--- src/rtl/wts_tone_generator_nch.sv ---
// N-channel wave-table phase/address generator: per-channel frequency
// divider and sample pointer, multiplexed onto one registered wave-RAM address.
module wts_tone_generator_nch #(
    parameter int CHANNELS   = 5,
    parameter int FREQ_WIDTH = 12,
    parameter int ADDR_WIDTH = 5,
    parameter int CH_BITS    = 3
) (
    input  logic                          clk,
    input  logic                          reset,
    input  logic                          address_reset,
    input  logic [CHANNELS-1:0]           key_on,
    input  logic [CHANNELS-1:0]           one_shot,
    input  logic [2*CHANNELS-1:0]         reg_wave_length,
    input  logic [FREQ_WIDTH*CHANNELS-1:0] reg_frequency_count,
    input  logic [CH_BITS-1:0]            active,
    output logic [CH_BITS+ADDR_WIDTH-1:0] wave_address,
    output logic                          half_timing,
    output logic [CHANNELS-1:0]           end_flag
);

    logic [ADDR_WIDTH-1:0] addr_v [CHANNELS];
    logic [ADDR_WIDTH-1:0] last_v [CHANNELS];

    for (genvar i = 0; i < CHANNELS; i++) begin : g_ch
        logic [1:0]            wl;
        logic [FREQ_WIDTH-1:0] freq;
        logic                  restart;
        logic [FREQ_WIDTH-1:0] cnt_q;
        logic [ADDR_WIDTH-1:0] addr_q;
        logic                  end_q;
        logic [ADDR_WIDTH-1:0] last;

        assign wl      = reg_wave_length[2*i +: 2];
        assign freq    = reg_frequency_count[FREQ_WIDTH*i +: FREQ_WIDTH];
        assign restart = address_reset | key_on[i];
        // Last valid index of a 2^(ADDR_WIDTH-wl) sample wave.
        assign last    = {ADDR_WIDTH{1'b1}} >> wl;

        always_ff @(posedge clk) begin
            if (reset) begin
                cnt_q  <= '0;
                addr_q <= '0;
                end_q  <= 1'b0;
            end else if (restart) begin
                cnt_q  <= freq;
                addr_q <= '0;
                end_q  <= 1'b0;
            end else if (!end_q) begin
                if (cnt_q != '0) begin
                    cnt_q <= cnt_q - 1'b1;
                end else begin
                    cnt_q <= freq;
                    // ">=" so a wave shortened mid-run wraps cleanly.
                    if (addr_q < last) begin
                        addr_q <= addr_q + 1'b1;
                    end else if (one_shot[i]) begin
                        end_q <= 1'b1;
                    end else begin
                        addr_q <= '0;
                    end
                end
            end
        end

        assign addr_v[i]   = addr_q;
        assign last_v[i]   = last;
        assign end_flag[i] = end_q;
    end

    logic [ADDR_WIDTH-1:0] sel_addr;
    logic [ADDR_WIDTH-1:0] sel_last;
    logic                  sel_ok;
    logic [ADDR_WIDTH:0]   half_thr;
    logic                  sel_half;

    always_comb begin
        sel_addr = '0;
        sel_last = '0;
        sel_ok   = 1'b0;
        for (int i = 0; i < CHANNELS; i++) begin
            if (active == CH_BITS'(i)) begin
                sel_addr = addr_v[i];
                sel_last = last_v[i];
                sel_ok   = 1'b1;
            end
        end
    end

    assign half_thr = ({1'b0, sel_last} + 1'b1) >> 1;
    assign sel_half = {1'b0, sel_addr} >= half_thr;

    always_ff @(posedge clk) begin
        if (reset) begin
            wave_address <= '0;
            half_timing  <= 1'b0;
        end else if (sel_ok) begin
            wave_address <= {active, sel_addr};
            half_timing  <= sel_half;
        end else begin
            wave_address <= '0;
            half_timing  <= 1'b0;
        end
    end

endmodule

--- config.mk ---
export PLATFORM = sky130hd
export DESIGN_NAME = wts_tone_generator_nch
export DESIGN_NICKNAME = d
export VERILOG_FILES = /design/src/rtl/wts_tone_generator_nch.sv
export SDC_FILE = /design/constraint.sdc
export NUM_CORES = 1
export LEC_CHECK = 0
export CORE_MARGIN = 4
export CORE_UTILIZATION = 40
export CTS_BUF_LIST = sky130_fd_sc_hd__clkbuf_8
export DETAILED_ROUTE_END_ITERATION = 7
export MAX_ROUTING_LAYER = met4
export PLACE_DENSITY_LB_ADDON = 0.25
export SLEW_MARGIN = 0
export SYNTH_ARGS = -nofsm -noshare
export SYNTH_HDL_FRONTEND = slang
export SYNTH_SLANG_ARGS = --single-unit
--- constraint.sdc ---
create_clock -name clk -period 2.85 [get_ports clk]
set_clock_uncertainty 0.2 [all_clocks]
set_input_delay 0.285 -clock clk [delete_from_list [all_inputs] [get_ports clk]]
set_output_delay 0.285 -clock clk [all_outputs]
set_load 0.01 [all_outputs]
# Yosys cells after proc, flatten, opt, wreduce, memory -nomap -nowiden
# Cells that the tools add are included.
[totals] reg_bits=99 out_inout_bits=14
[op_classes] n_addsub=11 magnitude_cmp=6 n_eq_ne=14 shift=5 n_mux=60 n_bitwise=16 n_reduce_logical=17
[ops] operator="12-bit two-way mux" count=15
[ops] operator="5-bit two-way mux" count=20
[ops] operator="12-bit nonzero test" count=5
[ops] operator="12-bit by 1-bit subtractor with 12-bit output, second input constant" count=5
[ops] operator="5-bit by 1-bit adder with 5-bit output, second input constant" count=5
[ops] operator="5-bit < comparator" count=5
[ops] operator="1-bit two-way mux" count=25
[ops] operator="5-bit by 2-bit right shift with 5-bit output, first input constant" count=5
[ops] operator="3-bit AND reduction" count=5
[ops] operator="2-bit OR reduction" count=6
[ops] operator="1-bit inverter" count=11
[ops] operator="2-bit by 1-bit != test with 1-bit output, second input constant" count=5
[ops] operator="2-bit != test, second input constant" count=5
[ops] operator="5-bit by 1-bit adder with 6-bit output, second input constant" count=1
[ops] operator="3-bit by 2-bit == test with 1-bit output, second input constant" count=2
[ops] operator="5-bit greater-or-equal comparator" count=1
[ops] operator="1-bit bitwise OR" count=5
[ops] operator="3-bit by 1-bit == test with 1-bit output, second input constant" count=1
[ops] operator="3-bit == test, second input constant" count=1
[ops] operator="3-bit zero test" count=1

# Depth between registers and ports, before layout
# Gate-level depths: netlist of the first run.
[logic_depth] depth_word=8 ltp_mapped=14

# Least setup slack after synthesis of the first run
# Ideal clock, no wire load.
[synth_path] kind="input to register" from="input port active[0]" to="register half_timing" setup_time_ps=117 t_arrival_ps=2356 t_required_ps=2533 setup_slack_ps=177 path_stages=14 n_path_buf=2 cell_sequence="clkbuf_1 clkbuf_1 nand2_1 nor2_1 a21oi_1 o2bb2ai_1 ha_1 inv_1 ha_1 o21a_1 o21ai_0 nand2b_1 a21oi_1 nor2_1"
[synth_via] elab_chain_len=8
[synth_lines] item="start: declaration" line="16" source="input logic [CH_BITS-1:0] active,"
[synth_lines] item="3-bit zero test" line="82" source="if (active == CH_BITS'(i)) begin"
[synth_lines] item="5-bit two-way mux / 1-bit two-way mux (equally long branches) (5 in series)" line="82"
[synth_lines] item="5-bit by 1-bit adder with 6-bit output / 1-bit inverter (equally long branches)"
[synth_lines] item="5-bit greater-or-equal comparator / 2-bit OR reduction (equally long branches)"
[synth_lines] item="end signal: assignment" line="99" source="half_timing <= sel_half;"
[synth_lines] item="end: declaration" line="18" source="output logic half_timing,"
# Parallel ways exist; a longest one is shown, timed or not.
# A chain may end at the register's enable or synchronous reset.

# Worst setup path after layout of the first run
[layout_path] from="register g_ch[0].cnt_q[0]" to="register g_ch[0].cnt_q[5]"
[layout_via] elab_chain_len=4
[layout_lines] item="start: declaration" line="29" source="logic [FREQ_WIDTH-1:0] cnt_q;"
[layout_lines] item="start signal: assignment" line="46" source="cnt_q <= freq;"
[layout_lines] item="start signal: assignment" line="51" source="cnt_q <= cnt_q - 1'b1;"
[layout_lines] item="start signal: assignment" line="53" source="cnt_q <= freq;"
[layout_lines] item="12-bit by 1-bit subtractor with 12-bit output / 12-bit nonzero test (equally long branches)" line="51, 50"
[layout_lines] item="12-bit two-way mux *" line="50" source="if (cnt_q != '0) begin"
[layout_lines] item="12-bit two-way mux *" line="49" source="end else if (!end_q) begin"
[layout_lines] item="12-bit two-way mux *" line="45" source="end else if (restart) begin"
# Mark *: on every way between the ends. The rest lies on a longest branch, timed or not. The select of a mux whose other input is x is not followed.

==> reports/results.ini, run 1 <==
[clocking]
postCtsSetupBuffers=0
cts_tree=built
cts_sinks=99
clock_latency_ps=380
cts-hold-fix-buffers=0
cts_buffer_depth=2
cts_htree_levels=3
root_buffer=clkbuf_8
cts_buffers=9
cts-resized-gates=0
clkTransAtPathRegs_ps=90

[timing]
setup_tns_ps=0
rsz0062_at_grt=no
setup_viol=0
tightestPinTransition_ps=851
fin_crit_sh=0.933
fin_crit_ps=2660
max_clock_freq_ghz=0.376
slew_violations=0
holdWs_ps=87.2
relSlewSlack=0.425
final-hold-violation-count=0

[cells_and_area]
diodes=0
area_growth_pct=24.5
layoutNonFillerInstCount=1165
final_cell_area_sq_mm=0.00820
drive_gt1_frac=0.0969
finalNetCount=1066

[floorplan]
pin_count=100
start_util=0.411
die-height_um=136
die_area_sq_mm=0.0186
core_region_area_sq_mm=0.0160
die_x_um=136
rows=46

[detailed_routing]
drt_iter0_markers=422
ant_nets=0
routed_wl_um=18300
vias=6664
drc=0
wl_per_cell_um=15.7
dr.pass1.iters=5
viasPerCell=5.72

[critical_path]
critPathSlowestCell=or4b_1
rrSetupSlack_ps=190
r2r-start=g_ch[0].cnt_q[0]
max_stage_delay_ps=540
cp.arrival_ps=2720
critPathCaptureType=flip-flop
cp.required_ps=2910
crit_fanout=5
critPathTopFamily=simple AND/OR/NAND/NOR gates
r2r-end=g_ch[0].cnt_q[5]
critical_path_class=flip-flop to flip-flop
r2r.worst_path.cells=8
critPathBufInv=2
crit_path_start_kind=flip-flop
path_cells=inv_1 > ha_1 > or4b_1 > o31ai_2 > buf_4 > mux2_1 > a22oi_1 > nor2_1

[placement]
io_buffers=99
gp_congestion=0.909
hpwl_um=13800
place_area_sq_mm=0.00801
dpl.cell_count=1149

[min_path]
min_from=reset
whs_endpoint=g_ch[2].end_q
min_delay_path_depth=3
hold_path_class=input port to flip-flop

[logic_synthesis]
ys_types=82
syn_inst=830
synth_fp_nets=952
ys.flop_type=dfxtp_1
seq_area_frac_synth=0.301
synth_edf_count=0
synth_area_sq_mm=0.00658
synth-seq-cells=99
synth_area_per_cell_sq_um=7.93
yosysWarnings=0
synthArstFlopShare=0

[power_and_ir_drop]
pwr-share-comb=0.240
power_density_mw_per_mm2=395
p_sw_frac=0.310
vdd_drop_max_mv=0.192
seqPwrFrac=0.476
leakagePower_nw=3.06
p_sw_mw=1.00
pwr-share-clk=0.284
internal_power_mw=2.24

[global_routing]
grt_pass1_wl_um=29900
grt_pass1_vias=6132
grt_overflow_total=0
grt_max_degree=49
grt_usage=0.202
antenna_found_initial=0

[flow_run]
max-cap-violations=0

[run_status]
status=complete, no violations

-- cells by family after synthesis --
logic type	after synthesis	share of synthesized area
flops	99	0.301
fa+ha+maj	36	0.0684
simple gates	359	0.286
xor+xnor	10	0.0133
mux	23	0.0439
buf+inv	74	0.0471
compound gates	229	0.240
-- power by group through the flow --
stage / Clock (mW) / Combinational [mW] / Sequential (mW)
after floorplan: 0 / 0.489 / 1.55
after global placement: 0 / 0.769 / 1.57
after detailed placement: 0 / 0.772 / 1.57
after CTS: 0.962 / 0.776 / 1.54
after global routing: 1.00 / 0.865 / 1.56
final: 0.921 / 0.778 / 1.54
-- state kept, by name, summed over array words and instances (netlist names) --
register and cells:
half_timing 1, g_ch.end_q 5, g_ch.cnt_q 60, wave_address 8, g_ch.addr_q 25
-- cells in the mapped netlist (all sizes together) (8+ instances only) --
| library cell | instances | area [sq um] |
|---|---|---|
| a211oi | 10 | 87.6 |
| a21oi | 40 | 200 |
| a22oi | 15 | 113 |
| a31oi | 8 | 50.1 |
| and2 | 15 | 93.8 |
| buf | 12 | 77.6 |
| clkbuf | 32 | 120 |
| dfxtp | 99 | 1980 |
| ha | 36 | 450 |
| inv | 27 | 101 |
| mux2i | 12 | 120 |
| nand2 | 59 | 221 |
| nand2b | 9 | 56.3 |
| nand3 | 25 | 125 |
| nand4 | 15 | 93.8 |
| nor2 | 82 | 308 |
| nor2b | 12 | 75.1 |
| nor3 | 60 | 305 |
| nor4 | 26 | 184 |
| o211ai | 8 | 60.1 |
| o21ai | 65 | 325 |
| or2 | 10 | 62.6 |
| or3 | 12 | 80.1 |
| or4 | 11 | 82.6 |
-- metal layers --
layer | track usage | part of all wire | vias up
li1 | - | - | 3365
met1 | 0.271 | 0.48 | 3079
met2 | 0.316 | 0.46 | 193
met3 | 0.0355 | 0.052 | 27
met4 | 0.0538 | 0.015 | 0
met5 | - | 0 | -
-- final cells by class --
class	instances	area, sq um
clock buffers	9	124
clock inverters	7	67.6
fillers	1592	7800
inverters	30	113
multi-input cells	657	4300
flip-flops and latches	99	1980
well taps	216	270
repair buffers	147	1350
-- through the flow --
stage	power, mW	setup WS, ps	util
6_report	3.24	191	0.512
3_3_place_gp	2.34	39.9	0.500
3_5_place_dp	2.34	32.3	0.500
5_1_grt	3.43	63.1	0.512
2_1_floorplan	2.04	177	-
4_1_cts	3.28	182	0.512
-- worst reg2reg max path, cell delays in order, from the launching register on --
cell and delay, ps:
dfxtp_1 340, inv_1 110, ha_1 170, or4b_1 540, o31ai_2 450, buf_4 220
mux2_1 310, a22oi_1 140, nor2_1 60
-- how the worst max path moves through the flow --
stage,endpoint,cells past startpoint,slack (ps),start
finish,g_ch[0].cnt_q[5],8,190,g_ch[0].cnt_q[0]
global route,g_ch[0].cnt_q[5],8,60,g_ch[0].cnt_q[0]
CTS,g_ch[0].cnt_q[5],8,180,g_ch[0].cnt_q[0]
detailed placement,half_timing,12,30,active[0]
global placement,half_timing,13,40,reg_wave_length[1]
floorplan,half_timing,14,180,active[0]
-- cells in the final DEF (no fill, tap or decap), types with 5 or more instances in the layout --
cell / Yosys / final
dfxtp_1: 99 / 99
clkdlybuf4s50_1: 0 / 98
nor2_1: 82 / 82
nand2_1: 59 / 59
nor3_1: 59 / 59
o21ai_1: 50 / 50
buf_4: 7 / 48
a21oi_1: 40 / 40
ha_1: 36 / 36
nand3_1: 25 / 25
inv_1: 24 / 24
nor4_1: 24 / 24
a22oi_1: 15 / 15
o21ai_0: 15 / 15
nand4_1: 15 / 15
and2_1: 14 / 14
nor2b_1: 12 / 12
mux2i_1: 12 / 12
or4_1: 11 / 11
or3_1: 11 / 11
nand2b_1: 9 / 9
a211oi_1: 9 / 9
clkbuf_8: 0 / 9
a31oi_1: 8 / 8
o211ai_1: 8 / 8
a221oi_1: 7 / 7
mux2_1: 7 / 7
xnor2_1: 6 / 6
a21o_1: 6 / 6
a32o_1: 6 / 6
o22ai_1: 6 / 6
o2111ai_1: 6 / 6
or2_2: 5 / 5
a32oi_1: 5 / 5
o21a_1: 5 / 5
Note: power is estimated with default switching activity, not from simulation.
==> inputs of run 2 (changes only) <==
--- a/config.mk
+++ b/config.mk
@@ -6,8 +6,10 @@
 export NUM_CORES = 1
 export LEC_CHECK = 0
 export CORE_MARGIN = 4
-export CORE_UTILIZATION = 40
+export CORE_UTILIZATION = 55
 export CTS_BUF_LIST = sky130_fd_sc_hd__clkbuf_8
+export CTS_CLUSTER_DIAMETER = 50
+export CTS_CLUSTER_SIZE = 16
 export DETAILED_ROUTE_END_ITERATION = 7
 export MAX_ROUTING_LAYER = met4
 export PLACE_DENSITY_LB_ADDON = 0.25
==> reports/results.ini, run 2 (synthesized netlist as in run 1, its figures left out) <==
[run_status]
status=complete, no violations

[clocking]
cts_sinks=99  ; unchanged
cts_buffer_depth=2  ; unchanged
cts_htree_levels=3  ; unchanged
clkTransAtPathRegs_ps=100  ; about the same
cts-resized-gates=0  ; unchanged
clock_latency_ps=400  ; +20 ps
root_buffer=clkbuf_8
cts_tree=built
cts_buffers=9  ; unchanged

[timing]
final-hold-violation-count=0  ; unchanged
fin_crit_ps=2640  ; -19.2 ps
rsz0062_at_grt=no
fin_crit_sh=0.926  ; -0.00675
slew_violations=0  ; unchanged
max_clock_freq_ghz=0.379  ; +0.73%
setup_tns_ps=0  ; unchanged
setup_viol=0  ; unchanged
relSlewSlack=0.541  ; +0.116
tightestPinTransition_ps=682  ; -169 ps
setup_ws_ps=210  ; +19.2 ps

[cells_and_area]
nFillCells=977  ; -39%
final_common_cell=dfxtp_1
layoutNonFillerInstCount=1099  ; -5.7%
layout_common_cells=dfxtp_1 (99), clkdlybuf4s50_1 (98), nor2_1 (82)
drive_gt1_frac=0.103  ; +0.00557
largest_reg_flops=60  ; unchanged
area_growth_pct=23.9
top_regs=g_ch.cnt_q: 60 flops, g_ch.addr_q: 25 flops, wave_address: 8 flops
finish.utilization=0.705  ; +0.193
finalNetCount=1073  ; +0.66%
largest_register=g_ch.cnt_q
diodes=0  ; unchanged

[critical_path]
critPathCaptureType=flip-flop
cp.required_ps=2920  ; about the same
critical_path_class=flip-flop to flip-flop
crit_path_start_kind=flip-flop
max_stage_delay_ps=550  ; about the same
path_cells=inv_1 > ha_1 > or4b_1 > o31ai_2 > mux2_1 > a22oi_1 > nor2_1
critPathBufInv=1  ; -1
critPathTopFamily=compound AO/OA/AOI/OAI gates
cp.arrival_ps=2710  ; about the same
crit_fanout=5  ; unchanged
critPathSlowestCell=or4b_1

[global_routing]
grt_pass1_wl_um=31300  ; +4.6%
use_met1=0.316  ; +0.0453
grt_busiest_layer=met2
grt_pass1_vias=6675  ; +8.9%
use_met2=0.486  ; +0.170
grt_overflow_total=0  ; unchanged
met3_usage=0.0452  ; +0.00971
grt_usage=0.276  ; +0.0738
grt_max_degree=44  ; -10%
antenna_found_initial=0  ; unchanged

[power_and_ir_drop]
leakagePower_nw=3.07  ; +0.54%
vdd_drop_max_mv=0.276  ; +44%
power_density_mw_per_mm2=396  ; +0.24%
total_power_mw=3.23  ; -0.28%

[floorplan]
rows=39  ; -15%
core_region_area_sq_mm=0.0116  ; -28%
pin_count=100  ; unchanged
die-height_um=117  ; -14%
die_area_sq_mm=0.0138  ; -26%
die_x_um=117  ; -14%
start_util=0.569  ; +0.158

[detailed_routing]
drc=0  ; unchanged
dr.pass1.iters=5  ; unchanged
routed_wl_um=19100  ; +4.6%
ant_nets=0  ; unchanged
vias=7000  ; +5.0%
drt_iter0_markers=505  ; +20%
viasPerCell=6.37  ; +11%
wl_per_cell_um=17.4  ; +11%

[min_path]
hold_path_class=flip-flop to flip-flop

[placement]
hpwl_um=14600  ; +5.8%
dpl.cell_count=1082  ; -5.8%
gp_congestion=0.877  ; -3.5%
pre_cts_ws_ps=-22.6  ; -54.9 ps
io_buffers=99  ; unchanged

[flow_run]
max-cap-violations=0  ; unchanged

run 2: final timing paths:
path                            depth (start not counted)               end  slack (ps)             start
worst max-delay path                                    7  g_ch[0].cnt_q[2]         210  g_ch[0].cnt_q[0]
worst min-delay path                                    2  g_ch[4].cnt_q[7]         300  g_ch[4].cnt_q[7]
worst max register to register                          7  g_ch[0].cnt_q[2]         210  g_ch[0].cnt_q[0]
worst min register to register                          2  g_ch[4].cnt_q[7]         300  g_ch[4].cnt_q[7]
run 2: cell type report:
class	instances	area, sq um	area share
inverter	30	113	0.0138
sequential	99	1980	0.243
clock inverter	7	61.3	0.00752
clock buffer	9	124	0.0152
timing repair buffer	154	1400	0.172
multi-input combinational	657	4300	0.527
tap	143	179	0.0219
run 2: where the power goes:
part / switching [mW] / internal [mW]
clock: 0.562 / 0.331
combinational: 0.408 / 0.383
sequential: 0.0928 / 1.46
run 2: worst reg2reg max path, cell delays in order (launching register included):
cell and delay, ps:
dfxtp_1 350, inv_1 110, ha_1 180, or4b_1 550, o31ai_2 490, mux2_1 370
a22oi_1 200, nor2_1 70
run 2: per-layer routing:
layer	share of wire	vias up
met5	0	-
met4	0.022	0
met3	0.049	39
met2	0.51	243
met1	0.42	3338
li1	-	3380
run 2: stage by stage:
stage	hold slack, ps	instance area (sq um)
CTS	293	8160
detailed placement	279	7960
global route	306	8160
global placement	273	7960
finish	297	8160
floorplan	235	6580
run 2: what timing repair did:
action	CTS	global route
hold buffers	1	0
buffers inserted	0	0
hold endpoints to repair	5	0
==> inputs of run 3 (changes only) <==
--- a/config.mk
+++ b/config.mk
@@ -11,6 +11,7 @@
 export CTS_CLUSTER_DIAMETER = 50
 export CTS_CLUSTER_SIZE = 16
 export DETAILED_ROUTE_END_ITERATION = 7
+export GPL_TIMING_DRIVEN = 0
 export MAX_ROUTING_LAYER = met4
 export PLACE_DENSITY_LB_ADDON = 0.25
 export SLEW_MARGIN = 0
==> reports/results.ini, run 3 (synthesized netlist as in run 1, its figures left out) <==
[floorplan]
die_x_um=117  ; unchanged
pin_count=100  ; unchanged
rows=39  ; unchanged
start_util=0.569  ; unchanged
core_region_area_sq_mm=0.0116  ; unchanged
die_area_sq_mm=0.0138  ; unchanged
die-height_um=117  ; unchanged

[power_and_ir_drop]
power_density_mw_per_mm2=407  ; +2.8%
vdd_drop_max_mv=0.377  ; +37%
leakagePower_nw=2.90  ; -5.5%

[detailed_routing]
vias=6853  ; -2.1%
viasPerCell=6.31  ; -0.93%
wl_per_cell_um=16.8  ; -3.4%
ant_nets=0  ; unchanged
drc=0  ; unchanged
dr.pass1.iters=5  ; unchanged
routed_wl_um=18200  ; -4.6%
drt_iter0_markers=741  ; +47%

[min_path]
hold_path_class=input port to flip-flop
whs_endpoint=wave_address[7]
min_delay_path_depth=2  ; unchanged
min_from=active[2]

[placement]
gp_congestion=0.952  ; +8.5%
hpwl_um=13500  ; -7.0%
pre_cts_ws_ps=-188  ; -165 ps
io_buffers=97  ; -2.0%

[timing]
tightestPinTransition_ps=961  ; +278 ps
setup_viol=0  ; unchanged
max_clock_freq_ghz=0.377  ; -0.41%
fin_crit_sh=0.930  ; +0.00383
slew_violations=0  ; unchanged
final-hold-violation-count=0  ; unchanged
setup_ws_ps=199  ; -10.9 ps
relSlewSlack=0.355  ; -0.186
fin_crit_ps=2650  ; +10.9 ps
setup_tns_ps=0  ; unchanged
rsz0062_at_grt=no

[global_routing]
grt_busiest_layer=met2
grt_usage=0.267  ; -0.00956
grt_pass1_wl_um=30100  ; -3.9%
grt_overflow_total=0  ; unchanged
grt_pass1_vias=6257  ; -6.3%
use_met2=0.438  ; -0.0484
antenna_found_initial=0  ; unchanged
use_met1=0.330  ; +0.0137
met3_usage=0.0549  ; +0.00962
grt_max_degree=17  ; -61%

[critical_path]
rrSetupSlack_ps=210  ; about the same
r2r.worst_path.cells=8  ; +1
crit_fanout=10  ; +5
crit_path_start_kind=input port
cp.arrival_ps=2720  ; about the same
r2r-start=g_ch[0].cnt_q[0]
cp.required_ps=2910  ; about the same
critPathCaptureType=flip-flop
critical_path_class=input port to flip-flop
r2r-end=g_ch[0].cnt_q[2]

[cells_and_area]
area_growth_pct=20.4
drive_gt1_frac=0.0573  ; -0.0452
final_common_cell=dfxtp_1
diodes=0  ; unchanged
finish.utilization=0.685  ; -0.0199
finalNetCount=1060  ; -1.2%
layout_common_cells=dfxtp_1 (99), clkdlybuf4s50_1 (97), nor2_1 (82)
largest_reg_flops=60  ; unchanged
largest_register=g_ch.cnt_q
nFillCells=1011  ; +3.5%
top_regs=g_ch.cnt_q: 60 flops, g_ch.addr_q: 25 flops, wave_address: 8 flops

[clocking]
root_buffer=clkbuf_8
cts_buffers=9  ; unchanged
cts_htree_levels=3  ; unchanged
cts_buffer_depth=2  ; unchanged
cts-hold-fix-buffers=0  ; -1
clkTransAtPathRegs_ps=100  ; about the same
cts-resized-gates=0  ; unchanged
cts_sinks=99  ; unchanged
postCtsSetupBuffers=0  ; unchanged
cts_tree=built
clock_latency_ps=390  ; about the same

[run_status]
status=complete, no violations

[flow_run]
max-cap-violations=0  ; unchanged

==> run 3: cell type report <==
class | instances | area [sq um] | area share
Clock inverter | 7 | 67.6 | 0.00852
Tap cell | 143 | 179 | 0.0226
Inverter | 30 | 113 | 0.0142
Timing Repair Buffer | 97 | 971 | 0.122
Sequential cell | 99 | 1980 | 0.250
Multi-Input combinational cell | 657 | 4290 | 0.541
Clock buffer | 9 | 124 | 0.0156
Buffer | 44 | 199 | 0.0251
==> run 3: worst max-delay path, stage by stage <==
cell and delay (ps):
clkdlybuf4s50_1 650, clkbuf_1 560, nor2_1 270, nand2_1 180
clkbuf_1 360, nor2_1 70, a2111oi_0 340
==> run 3: stage by stage <==
stage,hold WS (ps),power [mW],instances,instance area [sq um]
2_1_floorplan,235,2.04,830,6580
3_3_place_gp,264,2.30,1070,7730
3_5_place_dp,276,2.31,1070,7730
4_1_cts,150,3.23,1086,7930
5_1_grt,195,3.39,1086,7930
6_report,175,3.23,1086,7930
==> run 3: per-layer routing <==
metal	vias to the layer above	share of wire
met5	-	0
met4	0	0.026
met3	44	0.075
met2	297	0.47
met1	3158	0.43
li1	3354	-
==> run 3: power breakdown <==
part           switching [mW]  internal (mW)  total [mW]
clock network           0.527          0.403       0.930
registers              0.0861           1.46        1.54
logic                   0.409          0.348       0.757
total                    1.02           2.21        3.23
==> run 3: worst max path at each step <==
stage | cells after the start | start | slack, ps | endpoint
after floorplan | 14 | active[0] | 180 | half_timing
after global placement | 7 | address_reset | -180 | g_ch[2].cnt_q[11]
after detailed placement | 7 | address_reset | -190 | g_ch[2].cnt_q[9]
after CTS | 8 | g_ch[0].cnt_q[0] | 220 | g_ch[0].cnt_q[2]
after global routing | 7 | address_reset | 4 | g_ch[2].cnt_q[11]
final | 7 | address_reset | 200 | g_ch[2].cnt_q[9]
